## config.mk

```make
export PLATFORM = sky130hd
export DESIGN_NAME = uart_tx_fifo_flat
export DESIGN_NICKNAME = d
export VERILOG_FILES = /design/src/rtl/uart_tx_fifo_if.sv /design/src/rtl/uart_tx_fifo.sv /design/src/flat_wrapper.sv
export SDC_FILE = /design/constraint.sdc
export NUM_CORES = 1
export LEC_CHECK = 0
export BUFFER_PORTS_ARGS = -buffer_cell sky130_fd_sc_hd__buf_2
export CORE_MARGIN = 2
export CORE_UTILIZATION = 45
export CTS_CLUSTER_DIAMETER = 50
export DETAILED_ROUTE_END_ITERATION = 8
export SLEW_MARGIN = 20
export SYNTH_ARGS = -nofsm -noshare
export SYNTH_HDL_FRONTEND = slang
export SYNTH_SLANG_ARGS = --single-unit
```

## constraint.sdc

```tcl
create_clock -name SCLK -period 4.3 [get_ports SCLK]
set_input_delay 0.43 -clock SCLK [delete_from_list [all_inputs] [get_ports SCLK]]
set_output_delay 0.43 -clock SCLK [all_outputs]
set_load 0.05 [all_outputs]
```

## src/rtl/uart_tx_fifo_if.sv

```systemverilog
// Byte-write handshake between a producer and the UART transmitter FIFO.
interface uart_tx_fifo_if;
  logic [7:0] TX_DATA;
  logic       TX_VALID;
  logic       TX_READY;

  modport master (output TX_DATA, output TX_VALID, input TX_READY);
  modport slave  (input TX_DATA, input TX_VALID, output TX_READY);
endinterface

```

## src/rtl/uart_tx_fifo.sv

```systemverilog
// 8N1 UART transmitter fed by a small byte FIFO; baud set per frame from MODE.
module uart_tx_fifo #(
  parameter int unsigned FIFO_DEPTH = 4,
  parameter int unsigned OVERSAMPLE = 8,
  parameter int unsigned DIV_4800   = 2604,
  parameter int unsigned DIV_9600   = 1302,
  parameter int unsigned DIV_14K4   = 868,
  parameter int unsigned DIV_19K2   = 651
) (
  input  logic                          SCLK,
  input  logic                          SCLR,
  input  logic [1:0]                    MODE,
  uart_tx_fifo_if.slave                 tx_if,
  output logic                          TX,
  output logic                          TX_BUSY,
  output logic                          TX_DONE,
  output logic [$clog2(FIFO_DEPTH):0]   FIFO_COUNT
);
  localparam int unsigned AW      = $clog2(FIFO_DEPTH);
  localparam int unsigned MAX_A   = (DIV_4800 > DIV_9600) ? DIV_4800 : DIV_9600;
  localparam int unsigned MAX_B   = (DIV_14K4 > DIV_19K2) ? DIV_14K4 : DIV_19K2;
  localparam int unsigned MAX_DIV = (MAX_A > MAX_B) ? MAX_A : MAX_B;
  localparam int unsigned CW      = $clog2(OVERSAMPLE * MAX_DIV + 1);

  typedef enum logic [1:0] {IDLE, START, DATA, STOP} state_t;

  state_t        r_state;
  logic [7:0]    r_mem [FIFO_DEPTH];
  logic [AW-1:0] r_wptr;
  logic [AW-1:0] r_rptr;
  logic [AW:0]   r_count;
  logic [7:0]    r_shift;
  logic [2:0]    r_idx;
  logic [CW-1:0] r_cnt;
  logic [CW-1:0] r_bit_clks;
  logic          r_tx;
  logic          r_busy;
  logic          r_done;

  logic [CW-1:0] w_bit_clks;
  logic          w_full;
  logic          w_push;
  logic          w_pop;
  logic          w_last;
  logic          w_pre_last;

  always_comb begin
    w_bit_clks = CW'(OVERSAMPLE * DIV_4800);
    unique case (MODE)
      2'b00: w_bit_clks = CW'(OVERSAMPLE * DIV_4800);
      2'b01: w_bit_clks = CW'(OVERSAMPLE * DIV_9600);
      2'b10: w_bit_clks = CW'(OVERSAMPLE * DIV_14K4);
      2'b11: w_bit_clks = CW'(OVERSAMPLE * DIV_19K2);
    endcase
  end

  assign w_full         = (r_count == (AW+1)'(FIFO_DEPTH));
  assign tx_if.TX_READY = !w_full;
  assign w_push         = tx_if.TX_VALID && !w_full;
  assign w_last         = (r_cnt == r_bit_clks - CW'(1));
  assign w_pre_last     = (r_cnt == r_bit_clks - CW'(2));
  // Pops only from a registered non-zero count: a byte written this edge waits one cycle.
  assign w_pop          = (r_count != '0) &&
                          ((r_state == IDLE) || ((r_state == STOP) && w_last));

  always_ff @(posedge SCLK) begin
    if (w_push) r_mem[r_wptr] <= tx_if.TX_DATA;
  end

  always_ff @(posedge SCLK) begin
    if (SCLR) begin
      r_wptr  <= '0;
      r_rptr  <= '0;
      r_count <= '0;
    end else begin
      if (w_push) r_wptr <= r_wptr + AW'(1);
      if (w_pop)  r_rptr <= r_rptr + AW'(1);
      unique case ({w_push, w_pop})
        2'b10:   r_count <= r_count + (AW+1)'(1);
        2'b01:   r_count <= r_count - (AW+1)'(1);
        default: r_count <= r_count;
      endcase
    end
  end

  always_ff @(posedge SCLK) begin
    if (SCLR) begin
      r_state    <= IDLE;
      r_tx       <= 1'b1;
      r_busy     <= 1'b0;
      r_done     <= 1'b0;
      r_cnt      <= '0;
      r_idx      <= '0;
      r_shift    <= '0;
      r_bit_clks <= '0;
    end else begin
      // Registered so the pulse lands on the final cycle of the stop bit.
      r_done <= (r_state == STOP) && w_pre_last;
      r_cnt  <= r_cnt + CW'(1);
      unique case (r_state)
        IDLE: begin
          r_cnt <= '0;
          if (w_pop) begin
            r_shift    <= r_mem[r_rptr];
            r_bit_clks <= w_bit_clks;
            r_tx       <= 1'b0;
            r_busy     <= 1'b1;
            r_state    <= START;
          end
        end
        START: begin
          if (w_last) begin
            r_cnt   <= '0;
            r_tx    <= r_shift[0];
            r_idx   <= '0;
            r_state <= DATA;
          end
        end
        DATA: begin
          if (w_last) begin
            r_cnt <= '0;
            if (r_idx == 3'd7) begin
              r_tx    <= 1'b1;
              r_state <= STOP;
            end else begin
              r_shift <= r_shift >> 1;
              r_tx    <= r_shift[1];
              r_idx   <= r_idx + 3'd1;
            end
          end
        end
        STOP: begin
          if (w_last) begin
            r_cnt <= '0;
            if (w_pop) begin
              r_shift    <= r_mem[r_rptr];
              r_bit_clks <= w_bit_clks;
              r_tx       <= 1'b0;
              r_state    <= START;
            end else begin
              r_busy  <= 1'b0;
              r_state <= IDLE;
            end
          end
        end
      endcase
    end
  end

  assign TX         = r_tx;
  assign TX_BUSY    = r_busy;
  assign TX_DONE    = r_done;
  assign FIFO_COUNT = r_count;
endmodule

```

## src/flat_wrapper.sv

```systemverilog
// flat-port wrapper written by rule: the top's interface ports become plain ports
module uart_tx_fifo_flat 
#(
  parameter int unsigned FIFO_DEPTH = 4,
  parameter int unsigned OVERSAMPLE = 8,
  parameter int unsigned DIV_4800   = 2604,
  parameter int unsigned DIV_9600   = 1302,
  parameter int unsigned DIV_14K4   = 868,
  parameter int unsigned DIV_19K2   = 651
)
  (SCLK, SCLR, MODE, TX, TX_BUSY, TX_DONE, FIFO_COUNT, tx_if_TX_DATA, tx_if_TX_VALID, tx_if_TX_READY);
  uart_tx_fifo_if tx_if_i ();
  input  logic SCLK;
  input  logic SCLR;
  input  logic [1:0] MODE;
  output logic TX;
  output logic TX_BUSY;
  output logic TX_DONE;
  output logic [$clog2(FIFO_DEPTH):0] FIFO_COUNT;
  input wire logic [$bits(tx_if_i.TX_DATA)-1:0] tx_if_TX_DATA;
  input wire logic [$bits(tx_if_i.TX_VALID)-1:0] tx_if_TX_VALID;
  output wire logic [$bits(tx_if_i.TX_READY)-1:0] tx_if_TX_READY;
  assign tx_if_i.TX_DATA = tx_if_TX_DATA;
  assign tx_if_i.TX_VALID = tx_if_TX_VALID;
  assign tx_if_TX_READY = tx_if_i.TX_READY;
  uart_tx_fifo #(.FIFO_DEPTH(FIFO_DEPTH), .OVERSAMPLE(OVERSAMPLE), .DIV_4800(DIV_4800), .DIV_9600(DIV_9600), .DIV_14K4(DIV_14K4), .DIV_19K2(DIV_19K2)) u_core (.SCLK(SCLK), .SCLR(SCLR), .MODE(MODE), .tx_if(tx_if_i), .TX(TX), .TX_BUSY(TX_BUSY), .TX_DONE(TX_DONE), .FIFO_COUNT(FIFO_COUNT));
endmodule
```

==> summary.md, run 1 <==
| Metric | Value |
|---|---|
| Diode count | 0 |
| Initial antenna violation count | 0 |
| Vias per cell | about 5.5 |
| First-pass GRT wire length | about 15,000 um |
| Cell Area, Placed | ~4500 um^2 |
| Die W | a little over 100 um |
| Sink Count | ~80 |
| Gpl congestion | 0.8987 |
| Initial Util | 0.4675 |
| Final Setup Violations | 0 |
| Clock share of power | 0.190 |
| Switch share | 0.4199 |
| Final Hold Viols | 0 |
| Clock-pin slew on the worst setup and hold paths | 0.09 ns |
| Sw Pwr | around 1.3 mW |
| Vias in the first global route | 3,093 |
| Rows | 35 |
| Share of the synthesized area in the top cell type | 0.2306 |
| CP Buf/Inv Count | 2 |
| Top post-synthesis cells by area | dfxtp_1 (23%), edfxtp_1 (22%), ha_1 (6.1%) |
| CP top delay family | simple AND/OR/NAND/NOR gates |
| Status | complete, no violations |
| Hold-critical path depth | 1 |
| Post-synth EDFFs | 32 |
| Combinational family with the most area after synthesis | simple AND/OR/NAND/NOR gates |
| Pwr Total | between 3 and 4 mW |
| Slowest-stage cell, CP | nor3b_1 |
| Syn-to-layout area delta | 9.080% |
| Most frequent cells after synthesis | dfxtp_1 (50), nor2_1 (41), inv_1 (33) |
| Sequential share of power | 0.356 |
| Worst-margin pin slew | between 0.8 and 0.9 ns |
| Pre-CTS setup slack | around 0.64 ns |
| Routed Antenna Nets | 0 |
| Count of cell types in the netlist | 60 |
| Synth Area in XOR/XNOR | 0.05246 |
| Setup Fix Bufs, Post-CTS | 0 |
| Drt first pass iters | 4 |
| Synth Net Count | around 460 |
| Async set-reset flop share out of synthesis | 0 |
| CP startpoint | u_core.r_bit_clks[10]$_SDFFE_PP0P_ |
| Skew-Pair Late Insertion Delay | ~0.35 ns |
| H-tree depth | 3 |
| Hold buffer count at cts | 0 |
| Crit path largest cell delay | around 0.50 ns |
| CTS Buffer Depth | 2 |
| Final instance area | between 4000 and 5000 um^2 |
| Max-slew violation count | 0 |
| Mapped Cells | approximately 430 |
| Crit-path cells | inv_1, ha_1, nor3b_1, a32oi_1, o22a_1, nor3_1, a31oi_1, nor2_1, ha_1, inv_1, fa_1, xor2_1, or3_1, a21oi_1 |
| Post-Syn Area per Cell | between 10 and 15 um^2 |
| Hold_sp | tx_if_TX_DATA[0] |
| Post-Synth Adder-Cell Area | 0.06515 |
| PwrDens | around 650 nW/um^2 |
| Most common cell in the netlist | dfxtp_1 |
| WHS Endpoint | u_core.r_mem[3][0]$_DFFE_PP_ |
| Leak Pwr | between 1.5 and 2 nW |
| Net count, final | ~480 |
| Global route overflow | 0 |
| Final Critical Period | around 3.7 ns |
| Routed wire length | ~9000 um |
| Worst R2R End | u_core.FIFO_COUNT[2]$_SDFFE_PP0P_ |
| Die Y | roughly 100 um |
| Num CTS Buffers | 9 |
| Sequential-to-total area share from yosys stat | 0.4520 |
| Core box area | 9284 um^2 |
| F_max | 270.7 MHz |
| Post-route setup slack | slightly above 0.6 ns |
| Share of layout cells above drive strength 1 | 0.1348 |
| Root Driver | clkbuf_8 |
| WP data arrival | between 3 and 4 ns |
| Ports | 20 |
| Port bufs | 19 |
| GRT Resource Usage Total | 0.1850 |
| Reg2reg start | u_core.r_bit_clks[10]$_SDFFE_PP0P_ |
| DR vias | roughly 3.2k |
| Mux cell area share after synthesis | 0.06054 |
| Internal power | between 1.5 and 2 mW |
| WL/cell | ~16 um |
| RSZ-0062 raised after global routing | no |
| Yosys warns | 0 |
| Most area-hungry cell type in the Yosys netlist | dfxtp_1 |
| Fin crit share | 0.8590 |
| FF+latch count, synth | slightly above 80 |
| Most used DFF post-synth | dfxtp_1 |
| Post-synthesis simple-gate area fraction | 0.1701 |
| Mapped Area | approximately 4300 um^2 |
| Peak VDD IR | about 0.00025 V |
| Min Hold Slack | ~0.29 ns |
| Drc violations | 0 |
| Worst endpoint required time | ~4.6 ns |
| Largest net degree at the start of global routing | 26 |
| Crit path launch type | register |
| Worst slew margin | 0.4412 |
| R2R setup slack | approximately 0.6 ns |
| Logic gate share of total power | 0.453 |
| TritonCTS clock tree | yes |
| Final TNS setup | 0 ns |
| Synth Area in Compound Gates | 0.1476 |
| Full die area | around 10,000 um^2 |
| CP endpoint kind | register |
| Max Cap Viol | 0 |
| Worst min path class | input pin to register |
| Iteration-0 DRC Markers | 133 |
| CTS-repair resized insts | 0 |
| CP Class | register to register |
| Worst Skew | 0.009058 ns |
| Reg2reg path depth | 14 |
| Crit Path Max Fanout | 6 |
| Hpwl dp | about 6600 um |
power by group through the flow:
stage	Clock, mW	Combinational, mW	Sequential, mW
after floorplan	0	1.08	1.12
after global placement	0	1.37	1.11
after detailed placement	0	1.40	1.12
after CTS	0.603	1.40	1.10
after global routing	0.636	1.55	1.13
final	0.587	1.40	1.10
cell usage in the layout, fill, tap and decap left out, drive strengths merged, types with 13 or more instances in the layout:
cell / n
a21oi: 21
a31oi: 13
buf: 23
dfxtp: 50
edfxtp: 32
ha: 21
inv: 35
nand2: 18
nand3: 21
nor2: 41
xnor2: 15
metrics by stage:
step,instances,util
after global routing,574,0.5100
after CTS,574,0.5100
after detailed placement,558,0.4873
final,574,0.5100
after global placement,558,0.4873
after floorplan,429,-
worst max-delay path by stage:
stage	slack, ns	endpoint	depth (start not counted)
2_1_floorplan	0.92	u_core.FIFO_COUNT[2]$_SDFFE_PP0P_	15
3_3_place_gp	0.78	u_core.FIFO_COUNT[2]$_SDFFE_PP0P_	14
4_1_cts	0.62	u_core.FIFO_COUNT[2]$_SDFFE_PP0P_	14
5_1_grt	0.33	u_core.FIFO_COUNT[2]$_SDFFE_PP0P_	14
6_report	0.61	u_core.FIFO_COUNT[2]$_SDFFE_PP0P_	14
3_5_place_dp	0.64	u_core.FIFO_COUNT[2]$_SDFFE_PP0P_	14
cell families after synthesis:
logic type	Yosys count
fa+ha+maj	22
flops	82
simple gates	135
mux	16
compound gates	92
buf+inv	56
xor+xnor	26
flip-flops by register name, summed over array words and instances, names as in the netlist, named ones only:
name / flops
u_core.r_idx: 3
u_core.TX_DONE: 1
u_core.r_shift: 8
u_core.r_wptr: 2
u_core.r_bit_clks: 10
u_core.r_mem: 32
u_core.r_rptr: 2
u_core.r_cnt: 15
u_core.TX: 1
u_core.FIFO_COUNT: 3
u_core.r_state: 2
u_core.TX_BUSY: 1
final cells by class:
cell class | count | area (um^2)
multi-input cells | 291 | 2152
repair buffers | 23 | 125.1
clock inverters | 6 | 72.57
clock buffers | 10 | 137.6
inverters | 33 | 123.9
flip-flops and latches | 82 | 1962
well taps | 129 | 161.4
fillers | 876 | 4549
layer usage:
| layer | track usage | part of all wire | wire length (um) | up-vias |
|---|---|---|---|---|
| li1 | - | - | - | 1597 |
| met1 | 0.2431 | 0.47 | 4212 | 1515 |
| met2 | 0.3112 | 0.49 | 4411 | 56 |
| met3 | 0.03283 | 0.031 | 278 | 9 |
| met4 | 0.05949 | 0.011 | 99 | 0 |
| met5 | 0 | 0 | 0 | - |
Power figures use the tool's default switching activity.
==> run 2: changes to the inputs <==
==> constraint.sdc (replaced) <==
create_clock -name SCLK -period 4.21 [get_ports SCLK]
set_input_delay 0.421 -clock SCLK [delete_from_list [all_inputs] [get_ports SCLK]]
set_output_delay 0.421 -clock SCLK [all_outputs]
set_load 0.05 [all_outputs]
==> run 2 against run 1 <==
  * Setup slack got worse by 0.11 ns
  * Fmax decreased by 0.42%
  * Worst hold slack lost 0.016 ns
  * Clock-buffer cell count rose by 2
  * Critical endpoint unchanged
==> summary.md, run 2 (synthesized netlist as in run 1, its figures left out) <==
| Metric | Value |
|---|---|
| Root Driver | clkbuf_8 |
| Hold buffer count at cts | 0 (unchanged) |
| F_max | 269.6 MHz (-0.42%) |
| CP endpoint kind | register |
| RSZ-0062 raised after global routing | no |
| CTS-repair resized insts | 0 (unchanged) |
| Final Hold Viols | 0 (unchanged) |
| H-tree depth | 3 (unchanged) |
| Leak Pwr | 1.689 nW (-1.2%) |
| Worst endpoint required time | 4.50 ns (-0.08 ns) |
| Hpwl dp | 6400 um (-2.3%) |
| Hold-critical path depth | 1 (unchanged) |
| GRT Resource Usage Total | 0.1811 (-0.003915) |
| PwrDens | 651.6 nW/um^2 (about the same) |
| Full die area | 10,450 um^2 (unchanged) |
| Max Cap Viol | 0 (unchanged) |
| Sink Count | 82 (unchanged) |
| Worst slew margin | 0.4296 (-0.01166) |
| Diode count | 0 (unchanged) |
| Commonest non-fill, non-tap cell in the layout | dfxtp_1 |
| Ports | 20 (unchanged) |
| Gpl congestion | 0.8913 (-0.82%) |
| Routed Antenna Nets | 0 (unchanged) |
| Skew-Pair Late Insertion Delay | 0.36 ns (about the same) |
| Peak VDD IR | 0.0002795 V (+11%) |
| Vias per cell | 5.540 (about the same) |
| Worst min path class | input pin to register |
| Max reg flops | 32 (unchanged) |
| Fillers | 872 (-0.46%) |
| R2R setup slack | 0.50 ns (-0.11 ns) |
| WHS Endpoint | u_core.r_mem[0][0]$_DFFE_PP_ |
| WP data arrival | 4.00 ns (+0.03 ns) |
| Share of layout cells above drive strength 1 | 0.1303 (-0.004494) |
| Die W | 102.2 um (unchanged) |
| Clock-pin slew on the worst setup and hold paths | 0.08 ns (about the same) |
| Iteration-0 DRC Markers | 162 (+22%) |
| Cell Area, Placed | 4524 um^2 (unchanged) |
| Port bufs | 19 (unchanged) |
| Final Critical Period | 3.709 ns (+0.01566 ns) |
| Worst-margin pin slew | 0.8557 ns (+0.01749 ns) |
| Syn-to-layout area delta | 8.245% |
| CP Class | register to register |
| Min Hold Slack | 0.2749 ns (-0.01598 ns) |
| Final instance area | 4698 um^2 (-0.77%) |
| Max-slew violation count | 0 (unchanged) |
| Worst Skew | 0.007983 ns (-0.001076 ns) |
| Drt first pass iters | 4 (unchanged) |
| Crit Path Max Fanout | 6 (unchanged) |
| Crit path launch type | register |
| Most frequent cells in the layout | dfxtp_1 (50), nor2_1 (41), inv_1 (33) |
| Die Y | 102.2 um (unchanged) |
| Final TNS setup | 0 ns (unchanged) |
| WL/cell | 15.55 um (-0.87%) |
| Initial Util | 0.4675 (unchanged) |
| Reg2reg path depth | 14 (unchanged) |
| Reg2reg start | u_core.r_bit_clks[10]$_SDFFE_PP0P_ |
| Status | complete, no violations |
| CTS Buffer Depth | 2 (unchanged) |
| Initial antenna violation count | 0 (unchanged) |
| TritonCTS clock tree | yes |
| Num CTS Buffers | 9 (unchanged) |
| Largest net degree at the start of global routing | 26 (unchanged) |
| Routed wire length | 8923 um (-0.87%) |
| Core box area | 9284 um^2 (unchanged) |
| Worst R2R End | u_core.FIFO_COUNT[2]$_SDFFE_PP0P_ |
| Final Setup Violations | 0 (unchanged) |
| Setup Fix Bufs, Post-CTS | 0 (unchanged) |
| Top reg by flops | u_core.r_mem |
| Top Registers | u_core.r_mem (32), u_core.r_cnt (15), u_core.r_bit_clks (10) |
| First-pass GRT wire length | 14,520 um (-3.3%) |
| Net count, final | 475 (unchanged) |
| Global route overflow | 0 (unchanged) |
| Drc violations | 0 (unchanged) |
| Fin crit share | 0.8811 (+0.02208) |
| Hold_sp | tx_if_TX_DATA[0] |
| Rows | 35 (unchanged) |
| Vias in the first global route | 2,991 (-3.3%) |
| DR vias | 3,180 (+0.094%) |
-- run 2: cell count changes in the layout (fill, tap and decap cells not counted), sizes merged --
cell      change
clkinvlp      +1
bufinv        -1
inv           -2
clkbuf        +2
-- run 2: area by class of cell --
type | count | area, um^2 | share of cell area
repair buffers | 23 | 125.1 | 0.02663
well taps | 129 | 161.4 | 0.03435
clock buffers | 12 | 145.1 | 0.03089
inverters | 33 | 123.9 | 0.02636
flip-flops and latches | 82 | 1962 | 0.4176
multi-input cells | 291 | 2152 | 0.4581
clock inverters | 4 | 28.78 | 0.006125
-- run 2: critical path: stages, from the launching register on --
cell,delay (ns)
dfxtp_1,0.38
inv_1,0.12
ha_1,0.23
nor3b_1,0.53
a32oi_1,0.09
o22a_1,0.27
nor3_1,0.27
a31oi_1,0.17
nor2_1,0.28
ha_1,0.25
inv_1,0.06
fa_1,0.37
xor2_1,0.16
or3_1,0.31
a21oi_1,0.13
-- run 2: routing by layer --
metal | track usage | vias up | share of wire
li1 | - | 1593 | -
met2 | 0.2935 | 59 | 0.49
met5 | 0 | - | 0
met3 | 0.04651 | 8 | 0.037
met1 | 0.2354 | 1520 | 0.46
met4 | 0.06564 | 0 | 0.011
-- run 2: how the worst max path moves through the flow --
stage | start | to | slack, ns | cells past startpoint
2_1_floorplan | u_core.r_bit_clks[10]$_SDFFE_PP0P_ | u_core.FIFO_COUNT[2]$_SDFFE_PP0P_ | 0.83 | 15
3_3_place_gp | u_core.r_bit_clks[10]$_SDFFE_PP0P_ | u_core.FIFO_COUNT[2]$_SDFFE_PP0P_ | 0.68 | 14
3_5_place_dp | u_core.r_bit_clks[10]$_SDFFE_PP0P_ | u_core.FIFO_COUNT[2]$_SDFFE_PP0P_ | 0.53 | 14
4_1_cts | u_core.r_bit_clks[10]$_SDFFE_PP0P_ | u_core.FIFO_COUNT[2]$_SDFFE_PP0P_ | 0.50 | 14
5_1_grt | u_core.r_bit_clks[10]$_SDFFE_PP0P_ | u_core.FIFO_COUNT[2]$_SDFFE_PP0P_ | 0.13 | 14
6_report | u_core.r_bit_clks[10]$_SDFFE_PP0P_ | u_core.FIFO_COUNT[2]$_SDFFE_PP0P_ | 0.50 | 14
-- run 2: report_power, final --
group | internal, mW | switching (mW)
logic | 0.551 | 0.877
registers | 0.977 | 0.144
clock network | 0.231 | 0.281
total | 1.76 | 1.30
-- run 2: stage by stage --
| step | cells | worst slack [ns] | total power, mW | utilization |
|---|---|---|---|---|
| after global placement | 558 | 0.6841 | 2.542 | 0.4873 |
| after CTS | 574 | 0.5034 | 3.090 | 0.5061 |
| final | 574 | 0.5006 | 3.061 | 0.5061 |
| after detailed placement | 558 | 0.5311 | 2.566 | 0.4873 |
| after floorplan | 429 | 0.8342 | 2.240 | - |
| after global routing | 574 | 0.1279 | 3.293 | 0.5061 |
